--- src/rtl/pulse_pkg.sv ---
// Shared types and constants for the pulse-shape accumulator: FSM state
// encoding, Fibonacci LFSR tap masks, BRAM word size and a default shape.
package pulse_pkg;

  typedef enum logic [2:0] {
    S_IDLE,
    S_PICK,
    S_RD,
    S_WAIT,
    S_WR,
    S_NEXT,
    S_DONE
  } state_t;

  localparam int unsigned BYTES_PER_WORD = 4;

  localparam int unsigned DEFAULT_SHAPE_LEN = 4;
  localparam logic [15:0] DEFAULT_SHAPE [DEFAULT_SHAPE_LEN] = '{16'd1, 16'd2, 16'd3, 16'd4};

  // Maximal-length tap masks; bit (e-1) set for every polynomial term x^e.
  function automatic logic [15:0] lfsr_taps(input int w);
    logic [15:0] t;
    case (w)
      8:       t = 16'h00B8;  // x^8+x^6+x^5+x^4+1
      9:       t = 16'h0110;  // x^9+x^5+1
      10:      t = 16'h0240;  // x^10+x^7+1
      11:      t = 16'h0500;  // x^11+x^9+1
      12:      t = 16'h0829;  // x^12+x^6+x^4+x+1
      13:      t = 16'h100D;  // x^13+x^4+x^3+x+1
      14:      t = 16'h2015;  // x^14+x^5+x^3+x+1
      15:      t = 16'h6000;  // x^15+x^14+1
      16:      t = 16'hD008;  // x^16+x^15+x^13+x^4+1
      default: t = 16'h0000;
    endcase
    return t;
  endfunction

  // One Fibonacci step: shift left, XOR of tapped bits enters at bit 0.
  // Bits above the register width are discarded by the caller.
  function automatic logic [15:0] lfsr_step(input logic [15:0] q, input int w);
    return {q[14:0], ^(q & lfsr_taps(w))};
  endfunction

endpackage

--- src/rtl/pulse_lfsr.sv ---
// Fibonacci LFSR used to pick a pseudo-random base address per pulse.
// A zero seed is replaced by 1 so the register can never lock up.
module pulse_lfsr
  import pulse_pkg::*;
#(
  parameter int WIDTH = 10
) (
  input  logic             clk,
  input  logic             rst_n,
  input  logic             load,
  input  logic [WIDTH-1:0] seed,
  input  logic             step,
  output logic [WIDTH-1:0] value
);

  localparam logic [WIDTH-1:0] ONE = {{(WIDTH-1){1'b0}}, 1'b1};

  // Load has priority over step; reset value is the non-zero state 1.
  always_ff @(posedge clk or negedge rst_n) begin
    if (!rst_n) begin
      value <= ONE;
    end else if (load) begin
      value <= (seed == '0) ? ONE : seed;
    end else if (step) begin
      value <= WIDTH'(lfsr_step(16'(value), WIDTH));
    end
  end

endmodule

--- src/rtl/pulse_shape_accum.sv ---
// Pulse-shape accumulator: for each of cps pulses, pick a random base via
// the LFSR, mark it in the pin buffer, then read-modify-write PULSE_LEN
// consecutive shape-buffer words (wrapping) with the shape table samples.
module pulse_shape_accum
  import pulse_pkg::*;
#(
  parameter int ADDR_W    = 10,
  parameter int PULSE_LEN = 50,
  parameter int DATA_W    = 32
) (
  input  logic              clk,
  input  logic              rst_n,
  input  logic              start,
  input  logic              abort,
  input  logic [31:0]       cps,
  input  logic [ADDR_W-1:0] seed,
  input  logic              mode,
  output logic              busy,
  output logic              done,
  input  logic              tbl_we,
  input  logic [7:0]        tbl_addr,
  input  logic [DATA_W-1:0] tbl_wdata,
  output logic              pin_en,
  output logic              pin_we,
  output logic [31:0]       pin_addr,
  output logic [31:0]       pin_wdata,
  output logic              buf_en,
  output logic              buf_we,
  output logic [31:0]       buf_addr,
  output logic [DATA_W-1:0] buf_wdata,
  input  logic [DATA_W-1:0] buf_rdata
);

  localparam int         IDX_W    = (PULSE_LEN > 1) ? $clog2(PULSE_LEN) : 1;
  localparam logic [7:0] LAST_IDX = 8'(PULSE_LEN - 1);

  state_t              state_q, state_n;
  logic [31:0]         cps_q, pcnt_q;
  logic [7:0]          idx_q;
  logic [ADDR_W-1:0]   base_q, lfsr_val, lfsr_nxt, samp_addr;
  logic                mode_q, busy_q;
  logic [DATA_W-1:0]   tbl_q;
  logic [DATA_W-1:0]   shape_tbl [PULSE_LEN];
  logic                kill, go, lfsr_load, lfsr_step_en;

  function automatic logic [DATA_W-1:0] sat_add(input logic [DATA_W-1:0] a,
                                                 input logic [DATA_W-1:0] b);
    logic [DATA_W:0] s;
    s = {1'b0, a} + {1'b0, b};
    return s[DATA_W] ? {DATA_W{1'b1}} : s[DATA_W-1:0];
  endfunction

  assign kill         = abort && (state_q != S_IDLE);
  assign go           = (state_q == S_IDLE) && start && !abort;
  assign lfsr_load    = go && (cps != '0);
  assign lfsr_step_en = (state_q == S_PICK);
  assign lfsr_nxt     = ADDR_W'(lfsr_step(16'(lfsr_val), ADDR_W));
  assign samp_addr    = base_q + ADDR_W'(idx_q);
  assign busy         = busy_q;

  pulse_lfsr #(.WIDTH(ADDR_W)) u_lfsr (
    .clk   (clk),
    .rst_n (rst_n),
    .load  (lfsr_load),
    .seed  (seed),
    .step  (lfsr_step_en),
    .value (lfsr_val)
  );

  // State register plus burst bookkeeping (counters, base, latched controls).
  always_ff @(posedge clk or negedge rst_n) begin
    if (!rst_n) begin
      state_q <= S_IDLE;
      busy_q  <= 1'b0;
      cps_q   <= '0;
      pcnt_q  <= '0;
      idx_q   <= '0;
      base_q  <= '0;
      mode_q  <= 1'b0;
    end else begin
      state_q <= state_n;
      if (kill) begin
        busy_q <= 1'b0;
      end else begin
        case (state_q)
          S_IDLE: if (lfsr_load) begin
            cps_q  <= cps;
            pcnt_q <= '0;
            idx_q  <= '0;
            mode_q <= mode;
            busy_q <= 1'b1;
          end
          S_PICK:  base_q <= lfsr_nxt;
          S_WR:    idx_q  <= (idx_q == LAST_IDX) ? 8'd0 : idx_q + 8'd1;
          S_NEXT:  pcnt_q <= pcnt_q + 32'd1;
          S_DONE:  busy_q <= 1'b0;
          default: ;
        endcase
      end
    end
  end

  // Next-state: one PICK, PULSE_LEN x (RD, WAIT, WR), one NEXT per pulse.
  always_comb begin
    state_n = state_q;
    case (state_q)
      S_IDLE:  if (go) state_n = (cps != '0) ? S_PICK : S_DONE;
      S_PICK:  state_n = S_RD;
      S_RD:    state_n = S_WAIT;
      S_WAIT:  state_n = S_WR;
      S_WR:    state_n = (idx_q == LAST_IDX) ? S_NEXT : S_RD;
      S_NEXT:  state_n = (pcnt_q + 32'd1 == cps_q) ? S_DONE : S_PICK;
      S_DONE:  state_n = S_IDLE;
      default: state_n = S_IDLE;
    endcase
    if (kill) state_n = S_IDLE;
  end

  // BRAM controls decoded purely from the current state; idle drives zeros.
  always_comb begin
    pin_en    = 1'b0;
    pin_we    = 1'b0;
    pin_addr  = '0;
    pin_wdata = '0;
    buf_en    = 1'b0;
    buf_we    = 1'b0;
    buf_addr  = '0;
    buf_wdata = '0;
    done      = 1'b0;
    case (state_q)
      S_PICK: begin
        pin_en    = 1'b1;
        pin_we    = 1'b1;
        pin_addr  = 32'(lfsr_nxt) * BYTES_PER_WORD;
        pin_wdata = 32'd1;
      end
      S_RD: begin
        buf_en   = 1'b1;
        buf_addr = 32'(samp_addr) * BYTES_PER_WORD;
      end
      S_WR: begin
        buf_en    = 1'b1;
        buf_we    = 1'b1;
        buf_addr  = 32'(samp_addr) * BYTES_PER_WORD;
        buf_wdata = mode_q ? sat_add(buf_rdata, tbl_q) : tbl_q;
      end
      S_DONE:  done = !abort;
      default: ;
    endcase
  end

  // Shape table: writable only while idle, out-of-range indices dropped.
  always_ff @(posedge clk) begin
    if ((state_q == S_IDLE) && tbl_we && (int'(tbl_addr) < PULSE_LEN)) begin
      shape_tbl[tbl_addr[IDX_W-1:0]] <= tbl_wdata;
    end
  end

  // Sample for the current index, captured while the buffer read settles.
  always_ff @(posedge clk) begin
    if (state_q == S_WAIT) begin
      tbl_q <= shape_tbl[idx_q[IDX_W-1:0]];
    end
  end

endmodule

--- config.mk ---
export PLATFORM = sky130hd
export DESIGN_NAME = pulse_shape_accum
export DESIGN_NICKNAME = d
export VERILOG_FILES = /design/src/rtl/pulse_pkg.sv /design/src/rtl/pulse_lfsr.sv /design/src/rtl/pulse_shape_accum.sv
export SDC_FILE = /design/constraint.sdc
export NUM_CORES = 2
export LEC_CHECK = 0
export CORE_MARGIN = 8
export CORE_UTILIZATION = 45
export DETAILED_ROUTE_END_ITERATION = 10
export GPL_TIMING_DRIVEN = 0
export REMOVE_ABC_BUFFERS = 1
export SKIP_CTS_REPAIR_TIMING = 1
export SLEW_MARGIN = 10
export SYNTH_ARGS = -nofsm -noshare
export SYNTH_HDL_FRONTEND = slang
export SYNTH_HIERARCHICAL = 1
export SYNTH_SLANG_ARGS = --single-unit
--- constraint.sdc ---
create_clock -name clk -period 11.35 [get_ports clk]
set_input_delay 2.27 -clock clk [delete_from_list [all_inputs] [get_ports clk]]
set_output_delay 2.27 -clock clk [all_outputs]
set_load 0.1 [all_outputs]
# Word level (Yosys, flattened, before mapping)
# Memory sizes are Yosys's and may differ from the RTL's. A register that Yosys moved wholly into a read port is not among the register bits.
# Cells that the tools add are included.
# totals
wordCells	81
ramBits	1600
regBits	97
output_inout_bits	134
memories	1
input_bits	120
# memory_table
memory	words	word_bits	rd	rd_clocked_by_memory_dff	write_ports	line_no	rtl
shape_tbl	50	32	1	1	1	pulse_shape_accum.sv:43	logic [DATA_W-1:0] shape_tbl [PULSE_LEN];
# op_classes
mux	31
n_reduce_logical	23
n_eq_ne	11
magnitude_cmp	1
n_bitwise	2
addsub	4
# op_table
cell	count
two-way mux 32 bit	4
case mux 32 bit (2 select lines)	1
adder 32 x 32 -> 33 bit	1
adder 32 x 1 -> 32 bit, second input constant	1
== test 32 bit	1
two-way mux 16 bit	2
nonzero test 32 bit	1
XOR reduction 16 bit	2
two-way mux 10 bit	3
two-way mux 12 bit	2
case mux 3 bit (6 select lines)	1
bitwise AND 10 x 16 -> 16 bit	1
two-way mux 8 bit	2
case mux 8 bit (2 select lines)	1
two-way mux 3 bit	5
adder 10 x 8 -> 10 bit	1
logical NOT 10 bit	1
== test 3 bit, second input constant	3
two-way mux 1 bit	9
AND reduction 3 bit	3
adder 8 x 1 -> 8 bit, second input constant	1
== test 8 x 6 -> 1 bit, second input constant	1
less-than comparator 8 x 6 -> 1 bit, second input constant	1
== test 3 x 2 -> 1 bit, second input constant	2
12 further kinds	22

# Longest topological paths before layout
# logic_depth
word_depth	9
ltp_mapped	11

# Modules after synthesis
# The synthesis kept the hierarchy.
# modules_own_cells
module	area_per_inst_um2	n_inst	cells_each
pulse_shape_accum	69619.3	1	3317
pulse_lfsr	501.7	1	48

# Worst setup path before layout
# Ideal clock, no wire load.
# synth_timing
path_type	input to output
from	input port buf_rdata[0]
to	output port buf_wdata[22]
required_ps	9080
path_slack_ps	2995
t_arrival_ps	6085
path_stages	10
path_cell_list	ha_1 -> fa_1 -> a211oi_1 -> o21ai_1 -> o211ai_1 -> nand2_1 -> a211o_1 -> a2111oi_0 -> a31oi_1 -> a31oi_1
# synth_via
elab_chain_len	4
# synth_lines
element	line_no	rtl
start: declaration	pulse_shape_accum.sv:31	input logic [DATA_W-1:0] buf_rdata
adder 32 x 32 -> 33 bit	pulse_shape_accum.sv:49	s = {1'b0, a} + {1'b0, b};
two-way mux 32 bit	pulse_shape_accum.sv:50	return s[DATA_W] ? {DATA_W{1'b1}} : s[DATA_W-1:0];
two-way mux 32 bit	pulse_shape_accum.sv:145	buf_wdata = mode_q ? sat_add(buf_rdata, tbl_q) : tbl_q;
two-way mux 32 bit	pulse_shape_accum.sv:130	case (state_q)
end: declaration	pulse_shape_accum.sv:30	output logic [DATA_W-1:0] buf_wdata,
# Every way passes these cells.

# Final worst setup path
# layout_timing
from	input port buf_rdata[23]
to	output port buf_wdata[31]
# The elaborated chain is that of the path after synthesis.

==> flow_summary.yaml <==
status:
  status: "finished clean"
detailed_routing:
  vias: 35370
  drt_wl_total_mm: 186.0
  drt_pre_antenna_iters: 5
  wl_per_cell_microns: 31.55
  viasPerCell: 6.001
  drc_errors: 0
  drtIter0Drc: 4159
  postRouteAntennaNets: 0
power_and_ir_drop:
  switchingPower_mw: 2.926
  cellPowerDensity_nw_per_um2: 160.4
  p_leak_nw: 25.36
  clockPowerShare_pct: 41.1
  power_frac_comb_pct: 5.0
  p_int_mw: 10.27
  swShare_pct: 22.17
  peakVddDrop_v: 0.0001564
  p_seq_share_pct: 53.9
worst_hold_path:
  hold_path.class: "flip-flop to flip-flop"
critical_path:
  worstSetupPathType: "input pin to output port"
  crit_path_max_fanout: 11
  end_kind: "output port"
  cp-start-kind: "input pin"
  arrival_ps: 7570
  worstPathRequired_ps: 9080
clocking:
  cts_buffers: 175
  cts_max_level: 4
  clkLatencyLatePin_ps: 800
  cts-root-buf: "clkbuf_16"
  cts_tree: "done"
  clock-sinks: 1729
  clock_tree.buffer_depth: 3
  cts.clk_slew.worst_paths_ps: 60
die:
  dieHeight_microns: 410.7
  fp.coreArea_sq_um: 155500
  num_rows: 145
  initial_core_util_pct: 45.10
  die_area_sq_um: 168700
  dieWidth_microns: 410.7
  ios: 254
run:
  maxCapViolations: 0
yosys:
  ys_ff_latch: 1729
  synth_edf_count: 1632
  ys.warnings.count: 6
  async_flop_share_pct: 5.610
  synth-main-ff-cell: "edfxtp_1"
  synth_top_area_share_pct: 69.89
  synthCells: 3365
  synth.top_cells.by_area: "edfxtp_1, mux4_2, dfrtp_1"
  seq_area_frac_synth_pct: 73.35
  avgSynthCellArea_sq_um: 20.84
  synth_largest_area_cell: "edfxtp_1"
  syn_area_sq_um: 70120
  synth_cell_types: 72
sta:
  hold_viol: 0
  min_period_ps: 9842
  relSlewSlack_pct: 13.96
  maxSlewViolCount: 0
  tightest_slew_ps: 1286
  final-setup-viol-count: 0
  skew_ps: 37.91
  fin_crit_sh_pct: 86.72
  rsz0062_at_grt: "no"
  fmax_ghz: 0.1016
  setup_tns_ps: 0
grt:
  gr-total-overflow: 0
  antenna_found_initial: 12
  grt_pass1_wl_mm: 263.9
  track_usage_pct: 21.80
  first_global_vias: 35295
  grt_max_degree: 83
layout:
  utilization_pct: 52.94
  area_delta_synth_final_pct: 17.39
  nets: 3860
  layout-drive-gt1-share_pct: 28.17
place:
  place.gp.congestion: 0.8308
  hpwlAfterDp_mm: 120.8
  io_buffer_count: 178
==> power groups by stage <==
stage / clock (mW) / combinational (mW) / sequential [mW]
after CTS: 5.51 / 0.668 / 7.11
after floorplan: 0 / 0.450 / 7.23
after global placement: 0 / 0.675 / 7.26
after detailed placement: 0 / 0.665 / 7.24
final: 5.42 / 0.666 / 7.11
after global routing: 5.76 / 0.716 / 7.12
==> per-stage QoR <==
stage | hold slack [ps] | worst slack (ps) | instance area, sq um | power (mW) | cells
4_1_cts | 513.8 | 1567 | 82310 | 13.29 | 5892
5_1_grt | 526.7 | 1242 | 82310 | 13.59 | 5893
2_1_floorplan | 468.5 | -9131 | 69170 | 7.682 | 3194
3_3_place_gp | 491.9 | -16670 | 73530 | 7.939 | 5430
6_report | 511.5 | 1508 | 82310 | 13.20 | 5894
3_5_place_dp | 499.3 | 1587 | 76990 | 7.907 | 5576
==> synth_stat cells, drive strengths merged, types with 12 or more instances <==
master and count:
mux2i 12, nand3 28, clkbuf 135, nand4 14
nor4 25, nor3 24, dfrtp 96, mux2 74
nor2 104, ha 43, o21ai 99, mux4 512
and3 13, a21o 14, edfxtp 1632, o31ai 20
and2 19, nand2 82, xnor2 57, buf 110
a21oi 80, inv 21, xor2 28
==> sequential cells by signal, indices dropped and copies added (netlist names) <==
name / cells
shape_tbl: 1600
cps_q: 32
pcnt_q: 32
tbl_q: 32
base_q: 10
u_lfsr/value: 10
idx_q: 8
state_q: 3
busy: 1
mode_q: 1
==> per-layer routing <==
metal,track usage [%],vias to the layer above,part of all wire [%]
li1,-,14571,-
met1,30.97,19045,42
met2,34.80,1523,48
met3,4.983,225,8.5
met4,4.823,6,1.9
met5,0,-,0.025
==> layout by cell type, fill, tap and decap left out, types with 75 or more instances in the layout <==
master | synthesis | final
a21oi_1 | 80 | 80
buf_12 | 0 | 83
clkbuf_16 | 0 | 178
clkdlybuf4s50_1 | 0 | 145
conb_1 | 1 | 75
dfrtp_1 | 96 | 89
edfxtp_1 | 1632 | 1632
mux4_2 | 512 | 512
nand2_1 | 82 | 82
o21ai_0 | 97 | 97
==> critical path: stages <==
cell and delay [ps]:
clkdlybuf4s50_1 620, ha_1 520, a21o_1 210, a21oi_1 710, and2_1 460, o31ai_1 270
a41oi_4 690, a211o_1 220, nand3_1 450, clkdlybuf4s50_1 1140
==> cell type report <==
cell class / instances / area, sq um
fill: 11890 / 73170
sequential: 1729 / 51460
timing repair buffer: 324 / 4806
clock buffer: 221 / 4616
tap: 2058 / 2575
multi-input combinational: 1444 / 18070
antenna: 2 / 5.005
clock inverter: 95 / 703.2
inverter: 21 / 78.83
==> kinds of logic (layout without fill, tap and decap cells) <==
logic type	after synthesis	count (layout)	synth area share, %
and+or+nand+nor	359	359	2.650
DFF	1729	1729	73.35
buffers and inverters	266	661	1.866
muxes	598	598	17.80
other	1	77	0.005348
AOI/OAI and AO/OA	282	282	2.436
adders and majority gates	45	45	0.8244
xor gates and xnor gates	85	85	1.062
==> worst paths after layout <==
kind | startpoint | to | slack [ps] | cells past startpoint
max | buf_rdata[23] | buf_wdata[31] | 1510 | 10
min | base_q[7]$_DFFE_PN0P_ | base_q[7]$_DFFE_PN0P_ | 510 | 1
min reg2reg | base_q[7]$_DFFE_PN0P_ | base_q[7]$_DFFE_PN0P_ | 510 | 1
max reg2reg | idx_q[0]$_DFFE_PN0P_ | tbl_q[0]$_DFFE_PP_ | 7170 | 8
max in group asynchronous | rst_n | idx_q[4]$_DFFE_PN0P_ | 9330 | 2
min in group asynchronous | rst_n | cps_q[2]$_DFFE_PN0P_ | 1340 | 1
Power figures use the tool's default switching activity.
